## config.mk

```make
export PLATFORM = sky130hd
export DESIGN_NAME = section_mean_calibrator
export DESIGN_NICKNAME = d
export VERILOG_FILES = /design/src/rtl/section_mean_calibrator_pkg.sv /design/src/rtl/section_accumulator.sv /design/src/rtl/section_mean_calibrator.sv
export SDC_FILE = /design/constraint.sdc
export NUM_CORES = 1
export LEC_CHECK = 0
export BUFFER_PORTS_ARGS = -buffer_cell sky130_fd_sc_hd__buf_2
export CAP_MARGIN = 0
export CORE_AREA = 2 2 142 144
export DETAILED_ROUTE_END_ITERATION = 16
export DIE_AREA = 0 0 144 146
export GPL_TIMING_DRIVEN = 1
export PLACE_DENSITY = 0.8
export SLEW_MARGIN = 15
export SYNTH_ARGS = -nofsm -noshare
export SYNTH_HDL_FRONTEND = slang
export SYNTH_SLANG_ARGS = --single-unit
```

## constraint.sdc

```tcl
create_clock -name clk -period 7.76 [get_ports clk]
set_input_delay 1.164 -clock clk [delete_from_list [all_inputs] [get_ports clk]]
set_output_delay 1.164 -clock clk [all_outputs]
set_load 0.005 [all_outputs]
```

## src/rtl/section_mean_calibrator_pkg.sv

```systemverilog
// Shared constants and FSM encoding for the interleaved-ADC section mean calibrator.
package section_mean_calibrator_pkg;

  localparam int NUM_SECT = 4;
  localparam int SECT_W   = 2;

  typedef enum logic [1:0] {
    ST_IDLE   = 2'd0,
    ST_ALIGN  = 2'd1,
    ST_ACCUM  = 2'd2,
    ST_UPDATE = 2'd3
  } cal_state_t;

endpackage

```

## src/rtl/section_accumulator.sv

```systemverilog
// One per-section sample accumulator; acc_d exposes the value the register takes
// at the next edge so the top can latch a final mean without waiting a cycle.
module section_accumulator
  import section_mean_calibrator_pkg::*;
#(
  parameter int DATA_W = 16,
  parameter int ACC_W  = 26
) (
  input  logic              clk,
  input  logic              rst_n,
  input  logic              clr,
  input  logic              add_en,
  input  logic [DATA_W-1:0] din,
  output logic [ACC_W-1:0]  acc_q,
  output logic [ACC_W-1:0]  acc_d
);

  always_comb begin
    acc_d = acc_q;
    if (clr) begin
      acc_d = '0;
    end else if (add_en) begin
      acc_d = acc_q + ACC_W'(din);
    end
  end

  always_ff @(posedge clk) begin
    if (!rst_n) begin
      acc_q <= '0;
    end else begin
      acc_q <= acc_d;
    end
  end

endmodule

```

## src/rtl/section_mean_calibrator.sv

```systemverilog
// Foreground calibration controller: tracks the ADC section, averages 2^LOG2_AVG
// samples per section and publishes the four section mean coefficients.
module section_mean_calibrator
  import section_mean_calibrator_pkg::*;
#(
  parameter int DATA_W   = 16,
  parameter int LOG2_AVG = 10,
  parameter int MEAN_W   = 32
) (
  input  logic              clk,
  input  logic              rst_n,
  input  logic              cal_start,
  input  logic              cal_abort,
  input  logic              sample_valid,
  input  logic [DATA_W-1:0] sample_data,
  output logic [SECT_W-1:0] adc_section,
  output logic              cal_busy,
  output logic              cal_done,
  output logic              mean_valid,
  output logic [MEAN_W-1:0] mean_1,
  output logic [MEAN_W-1:0] mean_2,
  output logic [MEAN_W-1:0] mean_3,
  output logic [MEAN_W-1:0] mean_4
);

  localparam int ACC_W = DATA_W + LOG2_AVG;

  cal_state_t          state;
  logic [LOG2_AVG-1:0] set_cnt;
  logic [ACC_W-1:0]    acc_q [NUM_SECT];
  logic [ACC_W-1:0]    acc_d [NUM_SECT];
  logic [NUM_SECT-1:0] add_en;
  logic [MEAN_W-1:0]   mean_r [NUM_SECT];
  logic                acc_clr;
  logic                acc_take;
  logic                last_sect;

  function automatic logic [MEAN_W-1:0] trunc_mean(input logic [ACC_W-1:0] acc);
    logic [ACC_W-1:0] quot;
    quot = acc >> LOG2_AVG;
    return MEAN_W'(quot);
  endfunction

  // Abort blocks both a start in IDLE and any accumulation in a run.
  assign acc_clr   = (state == ST_IDLE) && cal_start && !cal_abort;
  assign acc_take  = sample_valid && !cal_abort &&
                     ((state == ST_ACCUM) || ((state == ST_ALIGN) && (adc_section == '0)));
  assign last_sect = (adc_section == SECT_W'(NUM_SECT - 1));

  for (genvar k = 0; k < NUM_SECT; k++) begin : g_acc
    assign add_en[k] = acc_take && (adc_section == SECT_W'(k));

    section_accumulator #(
      .DATA_W (DATA_W),
      .ACC_W  (ACC_W)
    ) u_acc (
      .clk    (clk),
      .rst_n  (rst_n),
      .clr    (acc_clr),
      .add_en (add_en[k]),
      .din    (sample_data),
      .acc_q  (acc_q[k]),
      .acc_d  (acc_d[k])
    );
  end

  always_ff @(posedge clk) begin
    if (!rst_n) begin
      adc_section <= '0;
    end else if (sample_valid) begin
      adc_section <= adc_section + 1'b1;
    end
  end

  always_ff @(posedge clk) begin
    if (!rst_n) begin
      state      <= ST_IDLE;
      set_cnt    <= '0;
      cal_busy   <= 1'b0;
      cal_done   <= 1'b0;
      mean_valid <= 1'b0;
      for (int k = 0; k < NUM_SECT; k++) mean_r[k] <= '0;
    end else begin
      cal_done <= 1'b0;
      if ((state != ST_IDLE) && cal_abort) begin
        state    <= ST_IDLE;
        cal_busy <= 1'b0;
      end else begin
        case (state)
          ST_IDLE: begin
            if (acc_clr) begin
              state    <= ST_ALIGN;
              set_cnt  <= '0;
              cal_busy <= 1'b1;
            end
          end
          ST_ALIGN: begin
            if (acc_take) state <= ST_ACCUM;
          end
          ST_ACCUM: begin
            if (acc_take && last_sect) begin
              if (set_cnt == '1) begin
                // acc_d already holds the final sums, so the means land with cal_done.
                for (int k = 0; k < NUM_SECT; k++) mean_r[k] <= trunc_mean(acc_d[k]);
                state      <= ST_UPDATE;
                cal_done   <= 1'b1;
                mean_valid <= 1'b1;
                cal_busy   <= 1'b0;
              end else begin
                set_cnt <= set_cnt + 1'b1;
              end
            end
          end
          ST_UPDATE: begin
            state <= ST_IDLE;
          end
          default: begin
            state <= ST_IDLE;
          end
        endcase
      end
    end
  end

  assign mean_1 = mean_r[0];
  assign mean_2 = mean_r[1];
  assign mean_3 = mean_r[2];
  assign mean_4 = mean_r[3];

endmodule

```

After elaboration in Yosys (flattened, before gate mapping)

Memory sizes are Yosys's and may differ from the RTL's.
Index checks and enable logic that the tools add are counted.

Flip-flop bits (word level): 121
RAM bits: 64
Output and inout port bits: 133
Word-level logic and storage cells: 93
Memories: 1

Memories:

| memory | words | bits a word | read ports | clocked after memory_dff | wr ports | RTL line                      | text |
|---|---|---|---|---|---|---|---|
| mean_r | 4     | 16          | 4          | 0                        | 4        | section_mean_calibrator.sv:33 | `logic [MEAN_W-1:0] mean_r [NUM_SECT];` |

$add $sub $neg: 6
Eq/ne operators: 12
Multiplexer cells: 32
Bitwise logic cells: 6
Reduce and logical (&&, ||, !) cells: 22

Operators by type and width:

| cell                                                  | number |
|---|---|
| 2-to-1 mux 26 bit                                     | 8 |
| adder 26 x 16 -> 26 bit                               | 4 |
| 2-to-1 mux 16 bit                                     | 4 |
| 2-to-1 mux 10 bit                                     | 3 |
| case mux 10 bit (2 select lines)                      | 1 |
| AND reduction 4 bit                                   | 3 |
| adder 10 x 1 -> 10 bit, second input constant         | 1 |
| == test 10 bit, second input constant                 | 1 |
| logical AND 1 bit                                     | 10 |
| 2-to-1 mux 1 bit                                      | 10 |
| == test 2 bit, second input constant                  | 4 |
| 2-to-1 mux 2 bit                                      | 4 |
| case mux 2 bit (4 select lines)                       | 1 |
| inequality test 2 bit, second input constant          | 3 |
| AND reduction 5 bit                                   | 1 |
| == test 2 x 1 -> 1 bit, second input constant         | 2 |
| zero test 2 bit                                       | 2 |
| inequality test 2 x 1 -> 1 bit, second input constant | 2 |
| OR 1 bit                                              | 4 |
| nonzero test 2 bit                                    | 2 |
| OR reduction 2 bit                                    | 2 |
| adder 2 x 1 -> 2 bit, second input constant           | 1 |
| inverter 1 bit                                        | 2 |
| case mux 1 bit (2 select lines)                       | 1 |
| other kinds (2)                                       | 2 |

Logic depth before layout (Yosys ltp)

Word-level depth: 11
Gate-level depth with buffers: 12
Depth with buffers taken out: 11

Hierarchy

A second synthesis with hierarchy kept.

Cell total of the unflattened synthesis: 1613
Area, all modules: 13599.3 um^2

Modules (own cells, without submodules):

| module                                    | instances | cells each | area an instance (um^2) | sequential area each (um^2) |
|---|---|---|---|---|
| section_accumulator at g_acc[0].u_acc ... | 3         | 324        | 2462.4                  | 520.5 |
| section_mean_calibrator                   | 1         | 353        | 4015.1                  | 2262.2 |
| section_accumulator at g_acc[3].u_acc     | 1         | 288        | 2197.1                  | 520.5 |

Worst setup path after synthesis

OpenSTA, ideal clock, no wires.

Kind: input -> register
From: input sample_valid
To: memory mean_r[0][0] (netlist name), enable pin
Arrival: 6266 ps
Data required time: 7186 ps
Slack: 919 ps
Stages: 4
Buffers on the path: 0
Cells stage by stage: nor2b_1 nand3b_1 or2_2 o21ai_0

RTL lines:

| what               | RTL line                      | text |
|---|---|---|
| start: declaration | section_mean_calibrator.sv:14 | `input logic sample_valid,` |
| end: declaration   | section_mean_calibrator.sv:33 |  |

==> results.toml <==
[cells_and_area]
drive_above_1_share_pct = 11.5
layout_commonest_cell = "nor2_1"
area_growth_pct = 9.26
final_cell_mix = "167 x nor2_1, 121 x dfxtp_1, 110 x nand2_1"
fillCellCount = 1665
diodes = 0
layout.cells.non_filler = 1523
fin_nets = 1342

[pwr]
leakagePower_nw = 4.59
irDropWorstVdd_mv = 0.161
power_density_nw_per_um2 = 186

[logic_synthesis]
synthesis.area_um2 = 10600
synth-seq-cells = 185
yosysTopAreaCell = "dfxtp_1"
synth_top_area_share_pct = 22.9
ys.flop_type = "dfxtp_1"
synth_edf_count = 64
syn_avg_cell_area_um2 = 9.01
synth.area.top_cells = "dfxtp_1 23%, edfxtp_1 18%, ha_1 8.5%, nor2_1 5.9%, xnor2_1 4.6%"
ys_warn_count = 0
ys_async_sr_fraction_pct = 0
seq_area_frac_synth_pct = 41.1
synthCells = 1174
ys_types = 71

[grt]
grt_pass1_vias = 8116
grt_overflow = 0
antenna_found_initial = 0
grtUsageTotal_pct = 22.4
grt_pass1_wl_um = 37900
grt_max_degree = 99

[placed_design]
gp_congestion = 0.888
io_buffers = 89
dpl.cell_count = 1491
place.detailed.hpwl_um = 16100

[clock_network]
tritoncts = "yes"
clkTransAtPathRegs_ns = 0.07
ctsLongestPathBuffers = 2
numCtsBuffers = 17
ctsHoldBuffers = 0
clock_sinks = 185
root_buffer = "clkbuf_16"
clock_latency_ns = 0.44
post_cts_buffers = 0
htree_num_levels = 4
cts-resized-gates = 0

[floorplan]
coreArea_um2 = 19300
dieHeight_um = 146
dieArea_um2 = 21000
placementRows = 51
die-width_um = 144
ioPinCount = 154
start_util_pct = 54.7

[hold_path]
hold_path.class = "reg -> reg"

[flow_run]
maxCapViolCount = 0

[setup_path]
crit_arrival_ns = 4.17
path_class = "reg -> reg"
slowest_delay_ns = 0.73
path_cells = "inv_1 -> ha_1 -> a21oi_2 -> nand3b_1 -> or2_2 -> nor2_1 -> nand2_4 -> or4_1 -> nand2_1"
worstPathMaxFanout = 61
critPathLaunchType = "register"
cp-end-kind = "register"
cp_data_required_time_ns = 8.07
slowest_stage = "nand3b_1"

[sta]
max_clock_freq_ghz = 0.259
worst_pin_slew_ns = 1.08
skew_ns = 0.00799
relSlewSlack_pct = 28.0
fin_crit_sh_pct = 49.7
report.final.slew_viol_count = 0
hold_viol = 0
rsz0062_at_grt = "no"
period_minus_slack_ns = 3.86
setup_viol = 0
tns_ns = 0

[routing]
drc = 0
routed_wl_um = 23000
dr.pass1.iters = 5
via_per_inst = 5.48
detail-route-antenna-nets = 0
routedWlPerCell_um = 15.1
vias = 8349
drtIter0Drc = 485

[status]
outcome = "finished, final reports clean"
-- state kept, by name (all words and copies together), names as in the netlist --
| name | count |
|---|---|
| adc_section | 2 |
| cal_busy | 1 |
| cal_done | 1 |
| g_acc.u_acc.acc_q | 104 |
| mean_r | 64 |
| mean_valid | 1 |
| set_cnt | 10 |
| state | 2 |
-- cell usage after synthesis, drive strengths merged (3+ instances only) --
master / instances
a211oi: 16
a21o: 26
a21oi: 96
a31oi: 11
and2: 9
and3: 12
and4: 3
buf: 75
clkbuf: 28
dfxtp: 121
edfxtp: 64
fa: 4
ha: 72
inv: 28
mux2i: 8
nand2: 112
nand2b: 13
nand3: 39
nand3b: 4
nand4: 10
nor2: 167
nor2b: 13
nor3: 19
nor3b: 11
nor4: 3
o211ai: 13
o21a: 13
o21ai: 39
o31a: 3
o31ai: 8
or2: 5
or3: 5
or4: 8
xnor2: 56
xor2: 34
-- path summary, 6_finish.rpt --
check | slack, ns | cells after the start | to | start
max | 3.90 | 9 | mean_r[3][14]$_SDFFCE_PN0P_ | state[0]$_SDFFE_PP0P_
min | 0.46 | 2 | g_acc[3].u_acc.acc_q[4]$_SDFFE_PP0N_ | g_acc[3].u_acc.acc_q[4]$_SDFFE_PP0N_
max reg2reg | 3.90 | 9 | mean_r[3][14]$_SDFFCE_PN0P_ | state[0]$_SDFFE_PP0P_
min reg2reg | 0.46 | 2 | g_acc[3].u_acc.acc_q[4]$_SDFFE_PP0N_ | g_acc[3].u_acc.acc_q[4]$_SDFFE_PP0N_
-- per-stage QoR --
stage	hold slack (ns)	util [%]	area, µm²	total power [mW]	setup slack, ns
floorplan	0.436	-	10800	1.28	0.919
global placement	0.443	56.9	11000	1.33	3.27
detailed placement	0.449	56.9	11000	1.34	3.15
CTS	0.459	59.7	11600	2.17	3.57
global route	0.478	59.8	11600	2.24	3.65
finish	0.456	59.8	11600	2.15	3.90
-- layer usage --
layer	up-vias	GRT usage [%]	part of all wire, %
li1	4145	-	-
met4	0	8.09	2.1
met5	-	0	0
met1	3909	28.5	44
met3	43	4.11	5.8
met2	252	38.0	48
-- worst max-delay path: cells and delay by family (launching register included) --
kind            cells  cell delay, ns
compound gates      1            0.17
fa+ha+maj           1            0.41
buf+inv             1            0.09
flops               1            0.33
simple gates        6            2.72
-- cell families after synthesis --
logic type | synth area share, %
and+or+nand+nor | 19.4
xor gates and xnor gates | 7.45
DFF | 41.1
buffers and inverters | 7.05
adders and majority gates | 9.27
AOI/OAI and AO/OA | 14.9
muxes | 0.757
other | 0.0355
-- where the power goes --
group,switching [mW],leakage [nW],total [mW],internal (mW)
sequential,0.0166,1.58,1.05,1.03
combinational,0.177,2.74,0.275,0.0979
clock,0.382,0.267,0.829,0.447
-- cell type report --
type | instances | area [µm²] | area share, %
multi-input cells | 921 | 5750 | 49.8
clock buffers | 20 | 437 | 3.78
flip-flops and latches | 185 | 4340 | 37.6
repair buffers | 92 | 468 | 4.05
inverters | 28 | 105 | 0.909
clock inverters | 12 | 121 | 1.05
well taps | 265 | 332 | 2.87
(Power assumes the default switching activity.)
